$ cat src/rtl/shiftrows_pipe.sv
// Registered ShiftRows/InvShiftRows stage for Nb = 4, 6 or 8 with a 2-entry output FIFO.
// The permutation is applied at the input and only shifted states are buffered.
module shiftrows_pipe #(
    parameter int unsigned NB    = 4,
    parameter int unsigned TAG_W = 4,
    localparam int unsigned W    = 32 * NB
) (
    input  logic             clk,
    input  logic             rst,
    input  logic             flush,
    input  logic             in_valid,
    output logic             in_ready,
    input  logic [W-1:0]     in_data,
    input  logic             in_inv,
    input  logic [TAG_W-1:0] in_tag,
    output logic             out_valid,
    input  logic             out_ready,
    output logic [W-1:0]     out_data,
    output logic [TAG_W-1:0] out_tag
);

    localparam int unsigned DEPTH = 2;

    if (NB != 4 && NB != 6 && NB != 8) begin : g_bad_nb
        $error("shiftrows_pipe: NB must be 4, 6 or 8");
    end

    // Byte i = r + 4c sits at [W-1-8i -: 8]; rows 2 and 3 shift one further when Nb = 8.
    function automatic logic [W-1:0] shift_rows(input logic [W-1:0] d, input logic inv);
        logic [W-1:0] o;
        int unsigned  off;
        int unsigned  sc;
        o = '0;
        for (int unsigned r = 0; r < 4; r++) begin
            for (int unsigned c = 0; c < NB; c++) begin
                off = (NB == 8 && r >= 2) ? r + 1 : r;
                sc  = inv ? (c + NB - off) % NB : (c + off) % NB;
                o[W-1-8*(r+4*c) -: 8] = d[W-1-8*(r+4*sc) -: 8];
            end
        end
        return o;
    endfunction

    logic [W-1:0]     data_mem_q [DEPTH];
    logic [W-1:0]     data_mem_d [DEPTH];
    logic [TAG_W-1:0] tag_mem_q  [DEPTH];
    logic [TAG_W-1:0] tag_mem_d  [DEPTH];
    logic             wr_ptr_q, wr_ptr_d;
    logic             rd_ptr_q, rd_ptr_d;
    logic [1:0]       count_q, count_d;
    logic             in_ready_q, in_ready_d;
    logic             out_valid_q, out_valid_d;
    logic [W-1:0]     out_data_q, out_data_d;
    logic [TAG_W-1:0] out_tag_q, out_tag_d;
    logic             accept;
    logic             dequeue;
    logic [W-1:0]     shifted;

    // FIFO bookkeeping; outputs are pre-computed from the post-edge head entry.
    always_comb begin
        data_mem_d = data_mem_q;
        tag_mem_d  = tag_mem_q;
        wr_ptr_d   = wr_ptr_q;
        rd_ptr_d   = rd_ptr_q;
        count_d    = count_q;
        out_data_d = out_data_q;
        out_tag_d  = out_tag_q;
        accept     = in_valid & in_ready_q;
        dequeue    = out_valid_q & out_ready;
        shifted    = shift_rows(in_data, in_inv);

        if (flush) begin
            wr_ptr_d = 1'b0;
            rd_ptr_d = 1'b0;
            count_d  = 2'd0;
        end else begin
            if (accept) begin
                data_mem_d[wr_ptr_q] = shifted;
                tag_mem_d[wr_ptr_q]  = in_tag;
                wr_ptr_d             = ~wr_ptr_q;
            end
            if (dequeue) begin
                rd_ptr_d = ~rd_ptr_q;
            end
            case ({accept, dequeue})
                2'b10:   count_d = count_q + 2'd1;
                2'b01:   count_d = count_q - 2'd1;
                default: count_d = count_q;
            endcase
        end

        in_ready_d  = (count_d < 2'd2);
        out_valid_d = (count_d != 2'd0);
        if (out_valid_d) begin
            out_data_d = data_mem_d[rd_ptr_d];
            out_tag_d  = tag_mem_d[rd_ptr_d];
        end
    end

    always_ff @(posedge clk or posedge rst) begin
        if (rst) begin
            for (int i = 0; i < DEPTH; i++) begin
                data_mem_q[i] <= '0;
                tag_mem_q[i]  <= '0;
            end
            wr_ptr_q    <= 1'b0;
            rd_ptr_q    <= 1'b0;
            count_q     <= 2'd0;
            in_ready_q  <= 1'b1;
            out_valid_q <= 1'b0;
            out_data_q  <= '0;
            out_tag_q   <= '0;
        end else begin
            data_mem_q  <= data_mem_d;
            tag_mem_q   <= tag_mem_d;
            wr_ptr_q    <= wr_ptr_d;
            rd_ptr_q    <= rd_ptr_d;
            count_q     <= count_d;
            in_ready_q  <= in_ready_d;
            out_valid_q <= out_valid_d;
            out_data_q  <= out_data_d;
            out_tag_q   <= out_tag_d;
        end
    end

    assign in_ready  = in_ready_q;
    assign out_valid = out_valid_q;
    assign out_data  = out_data_q;
    assign out_tag   = out_tag_q;

endmodule

$ cat config.mk
export PLATFORM = sky130hd
export DESIGN_NAME = shiftrows_pipe
export DESIGN_NICKNAME = d
export VERILOG_FILES = /design/src/rtl/shiftrows_pipe.sv
export SDC_FILE = /design/constraint.sdc
export NUM_CORES = 1
export LEC_CHECK = 0
export BUFFER_PORTS_ARGS = -buffer_cell sky130_fd_sc_hd__buf_2
export CAP_MARGIN = 30
export CORE_MARGIN = 5
export CORE_UTILIZATION = 25
export CTS_BUF_LIST = sky130_fd_sc_hd__clkbuf_8
export DETAILED_ROUTE_END_ITERATION = 12
export SLEW_MARGIN = 5
export SYNTH_ARGS = -nofsm -noshare
export SYNTH_HDL_FRONTEND = slang
export SYNTH_SLANG_ARGS = --single-unit
export TNS_END_PERCENT = 100
$ cat constraint.sdc
create_clock -name clk -period 22.9 [get_ports clk]
set_input_delay 1.145 -clock clk [delete_from_list [all_inputs] [get_ports clk]]
set_output_delay 1.145 -clock clk [all_outputs]
set_load 0.01 [all_outputs]
== Word level (Yosys, flattened, before mapping) ==
Index checks and enable logic that the tools add are counted.
Storage, ports and cells
  flip-flop bits (word level): 402
  bits of input ports: 138
Operators by class
  eq/ne operators: 2
  $lt $le $gt $ge: 4
  add/subtract/negate cells: 18
  reductions and logical operators: 3
  bitwise gates (word level): 6
  multiplexer cells: 26
  shift-type cells: 8
Operators with widths (count)
  135-bit by 33-bit indexed part select with 8-bit output: 8
  128-bit two-way mux: 4
  256-bit two-way mux: 2
  256-bit bitwise mux: 1
  128-bit demux with 1-bit select: 1
  7-bit by 32-bit subtractor with 32-bit output (first input constant): 3
  1-bit by 29-bit adder with 29-bit output (first input constant): 3
  7-bit by 8-bit subtractor with 9-bit output (first input constant): 5
  2-bit by 4-bit adder with 5-bit output (first input constant): 4
  4-bit two-way mux: 4
  8-bit two-way mux: 2
  2-bit two-way mux: 5
  8-bit bitwise mux: 1
  1-bit by 4-bit adder with 5-bit output (first input constant): 1
  4-bit demux with 1-bit select: 1
  2-bit >= comparator (second input constant): 2
  1-bit two-way mux: 4
  1-bit NOT with 2-bit output: 2
  2-bit one-hot mux with 2 select lines: 1
  2-bit nonzero test: 2
  2-bit by 1-bit adder with 2-bit output (second input constant): 1
  1-bit bitwise AND: 2
  2-bit by 1-bit == test with 1-bit output (second input constant): 1
  2-bit == test (second input constant): 1
  5 further kinds: 6

== Logic depth before layout (Yosys ltp) ==
  word-level depth: 11
  depth in mapped cells: 10

== Least setup slack after synthesis ==
OpenSTA, ideal clock, no wires.
  path type: in2reg
  start point: input port out_ready
  end point: register out_data_q[5] (netlist: out_data[5])
  setup slack: 20042 ps
  required time: 22764 ps
  data arrival time: 2722 ps
  path buffers: 4
  cell stages on the path: 10
  setup time: 136 ps
  path through: and2_1 ha_1 nor3b_1 a211o_1 buf_4 buf_2 buf_6 buf_2 nand2_1 o21ai_0
On the way
  longest elaborated chain between the ends: 7
  elaborated cells between the ends (all ways): 12
Ends and longest elaborated chain
  start, declared: line 17  | input logic out_ready,
  1-bit bitwise AND (*): line 69  | dequeue = out_valid_q & out_ready;
  1-bit two-way mux: line 82  | if (dequeue) begin
  1-bit two-way mux: line 72  | if (flush) begin
  1-bit NOT with 2-bit output (not written as such): line 95  | out_data_d = data_mem_d[rd_ptr_d];
  128-bit two-way mux (not written as such) (3 in a row): line 95
  end signal, assigned: line 121  | out_data_q <= out_data_d;
  end, declared: line 53  | logic [W-1:0] out_data_q, out_data_d;
Mark *: on every way between the ends. The rest lies on a longest branch, timed or not. The select of a mux whose other input is x is not followed.
A chain may end at the register's enable or synchronous reset.

== Worst setup path after layout ==
  start point: input port out_ready
  end point: register out_data_q[4] (netlist: out_data[4])
Same word-level chain as after synthesis.

==> key figures <==
Clock network
  • Worst-skew pair later-pin latency: ~0.63 ns
  • Total CTS buffers: 77
  • CTS tree: done
  • CTS root buffer: clkbuf_8
  • H-tree Lvls: 3
  • Clock buffer depth: 3
  • Hold buffer count at cts: 0
  • Clock Pin Slew Worst Setup and Hold Paths: 0.06 ns
  • Clock Sinks: about 400
  • Post-cts sizing count: 0
  • Post-CTS setup buffer count: 0

Cells and area
  • Layout cells sized above 1: 0.473
  • Number of fill cells in the layout: about 6900
  • Most frequent cells in the layout: dfrtp_1, buf_2, mux2_2
  • Area Growth Syn to Fin: 23.6%
  • Nets: 1657
  • Commonest non-fill, non-tap cell in the layout: dfrtp_1

Logic synthesis
  • Post-synthesis compound-gate area fraction: 0.0399
  • Register area share after synthesis: 0.587
  • Unique cell type count in the Yosys netlist: 30
  • Post-Syn Nets: approximately 1400
  • Simple-Gate Fraction of Synth Area: 0.0345
  • Post-Synth Adder-Cell Area: 0.000729
  • Synth Instances: roughly 1200
  • Mapped cell area: 17200 um^2
  • Post-Syn Area per Cell: 14.0 um^2
  • Seq cells post-synth: around 400
  • Syn. warnings: 0
  • Largest family of logic cells by synthesized area: multiplexers
  • Post-Synth XOR/XNOR Area: 0.00204
  • Post-synthesis mux area share: 0.310

Setup path
  • R2r setup slk: approximately 19 ns
  • WP data required: between 20 and 25 ns
  • CP Capture Type: flip-flop
  • Startpoint type of the worst setup path: primary input
  • Crit path DAT: 4.26 ns
  • Critical path class: in -> reg
  • Crit Path Max Fanout: 86

Global route
  • Initial antenna violation count: 12
  • Largest net degree at the start of global routing: 160
  • Number of global-route vias before repair: about 12000
  • First-pass GRT wire length: 67200 um
  • Grt ovf: 0
  • Global Route Usage Sum: 0.113

STA
  • Worst-margin pin slew: 0.988 ns
  • Final count of hold timing violations: 0
  • Max_slew headroom: 0.342
  • Highest clock rate: between 0.2 and 0.3 GHz
  • Part of the cycle the worst path needs: 0.166
  • Unrepaired setup endpoints after global routing: no
  • Final setup TNS: 0 ns
  • Final Max Tran Viols: 0
  • Final setup viols: 0
  • Min Tclk post-route: 3.81 ns
  • Final Skew: between 0.03 and 0.04 ns
  • Worst hold slack: ~0.42 ns

Routing
  • Mean routed wirelength per cell: 17.0 um
  • DRT Pass-1 Iters: 4
  • Routed Antenna Nets: 0
  • Via count: between 10000 and 15000
  • Post-DR vias/cell: 4.30
  • DRC Markers: 0
  • Routed WL: 42100 um
  • Starting DRT DRC Count: slightly below 500

Power
  • Sw Ratio: 0.315
  • Pleak: between 9 and 10 nW
  • P_sw: roughly 890 uW
  • Combinational Power Share: 0.314
  • Cell Int Power: approximately 1.9 mW
  • PwrDens: between 100 and 150 nW/um^2
  • Share of power burned in registers: 0.415
  • Clock power frac: 0.271
  • Worst ir drop on vdd: between 60 and 70 uV

Floorplan
  • Initial core utilization: 0.251
  • Die ar.: 74000 um^2
  • Die Ht: around 270 um
  • IO Count: around 270
  • Cell Rows: between 90 and 100
  • Die W: 272 um
  • Core area: between 60000 and 70000 um^2

Flow run
  • Max_cap viols: 0

Placed design
  • Buffers on Ports: ~270
  • RePlAce Congestion: 0.736
  • Post-detail-place hpwl: 26900 um

Outcome
  • Status: completed

Worst hold path
  • Hold WC Path Type: in -> async
cell type report:
| cell class | count | area (um^2) | share of cell area |
|---|---|---|---|
| antenna | 10 | 25.0 | 0.00118 |
| clock buffer | 97 | 1340 | 0.0630 |
| clock inverter | 41 | 370 | 0.0175 |
| inverter | 2 | 15.0 | 0.000708 |
| multi-input combinational | 745 | 6660 | 0.314 |
| sequential | 402 | 10100 | 0.475 |
| tap | 882 | 1100 | 0.0521 |
| timing repair buffer | 290 | 1630 | 0.0767 |
power groups by stage:
stage          clock [mW]  sequential [mW]  combinational [mW]
2_1_floorplan           0             1.21               0.586
5_1_grt             0.839             1.21               0.995
4_1_cts             0.804             1.18               0.909
3_5_place_dp            0             1.19               0.905
3_3_place_gp            0             1.17               0.868
6_report            0.768             1.18               0.892
Yosys cell counts (all sizes together):
cell,number,share of area
nand3b,1,0.00044
o21ai,132,0.039
or2,1,0.00036
nor3,1,0.00029
dfstp,1,0.0015
dfrtp,401,0.58
a21bo,1,0.00058
ha,1,0.00073
a211o,1,0.00051
xnor2,2,0.0010
buf,67,0.023
inv,2,0.00044
mux2,328,0.23
xor2,2,0.0010
nor3b,1,0.00044
clkbuf,13,0.0028
nand4b,1,0.0014
and2,1,0.00036
mux2i,132,0.077
and4bb,1,0.00073
a21oi,1,0.00029
nor2,3,0.00066
nand2,133,0.029
nor2b,2,0.00073
registers in the layout, summed over array words and instances, names as in the netlist, 2 cells and up:
register	cells
tag_mem_q	8
out_tag	4
out_data	128
count_q	2
data_mem_q	256
worst paths after layout:
path | from | to | cells past startpoint
max in group asynchronous | rst | data_mem_q[40] | 5
max | out_ready | out_data[4] | 8
max reg2reg | in_ready | out_data[4] | 7
min reg2reg | out_data[114] | out_data[114] | 2
min | rst | out_data[50] | 2
min in group clk | out_data[114] | out_data[114] | 2
kinds of logic (layout without fill, tap and decap cells):
kind of cell    count (synthesis)  after routing
mux                           460            460
compound gates                135            135
fa+ha+maj                       1              1
other cells                     0             10
simple gates                  145            145
xor+xnor                        4              4
flops                         402            402
buf+inv                        82            430
per-layer routing:
layer / vias to the layer above / global-route usage / routed length (um) / share of wire
met1: 5383 / 0.140 / 18200 / 0.43
met3: 66 / 0.0425 / 3030 / 0.072
met2: 233 / 0.183 / 19800 / 0.47
met4: 4 / 0.0370 / 915 / 0.022
met5: - / 0 / 27 / 0.00064
li1: 4936 / - / - / -
worst max-delay path: stages:
cell,delay (ns)
buf_2,0.11
and2_1,0.13
ha_1,0.32
nor3b_1,0.25
a211o_4,0.48
buf_4,0.67
buf_4,0.76
o21ai_0,0.21
per-stage QoR:
stage / setup WS [ns] / power [mW] / instances / area (um^2) / utilization
detailed placement: 18.39 / 2.10 / 2318 / 19400 / 0.284
finish: 19.09 / 2.84 / 2469 / 21200 / 0.310
global route: 18.77 / 3.05 / 2463 / 21200 / 0.310
global placement: 18.46 / 2.04 / 2315 / 19300 / 0.283
CTS: 19.09 / 2.89 / 2456 / 21100 / 0.309
floorplan: 10.58 / 1.80 / 1229 / 17200 / -
Note: power is estimated with default switching activity, not from simulation.
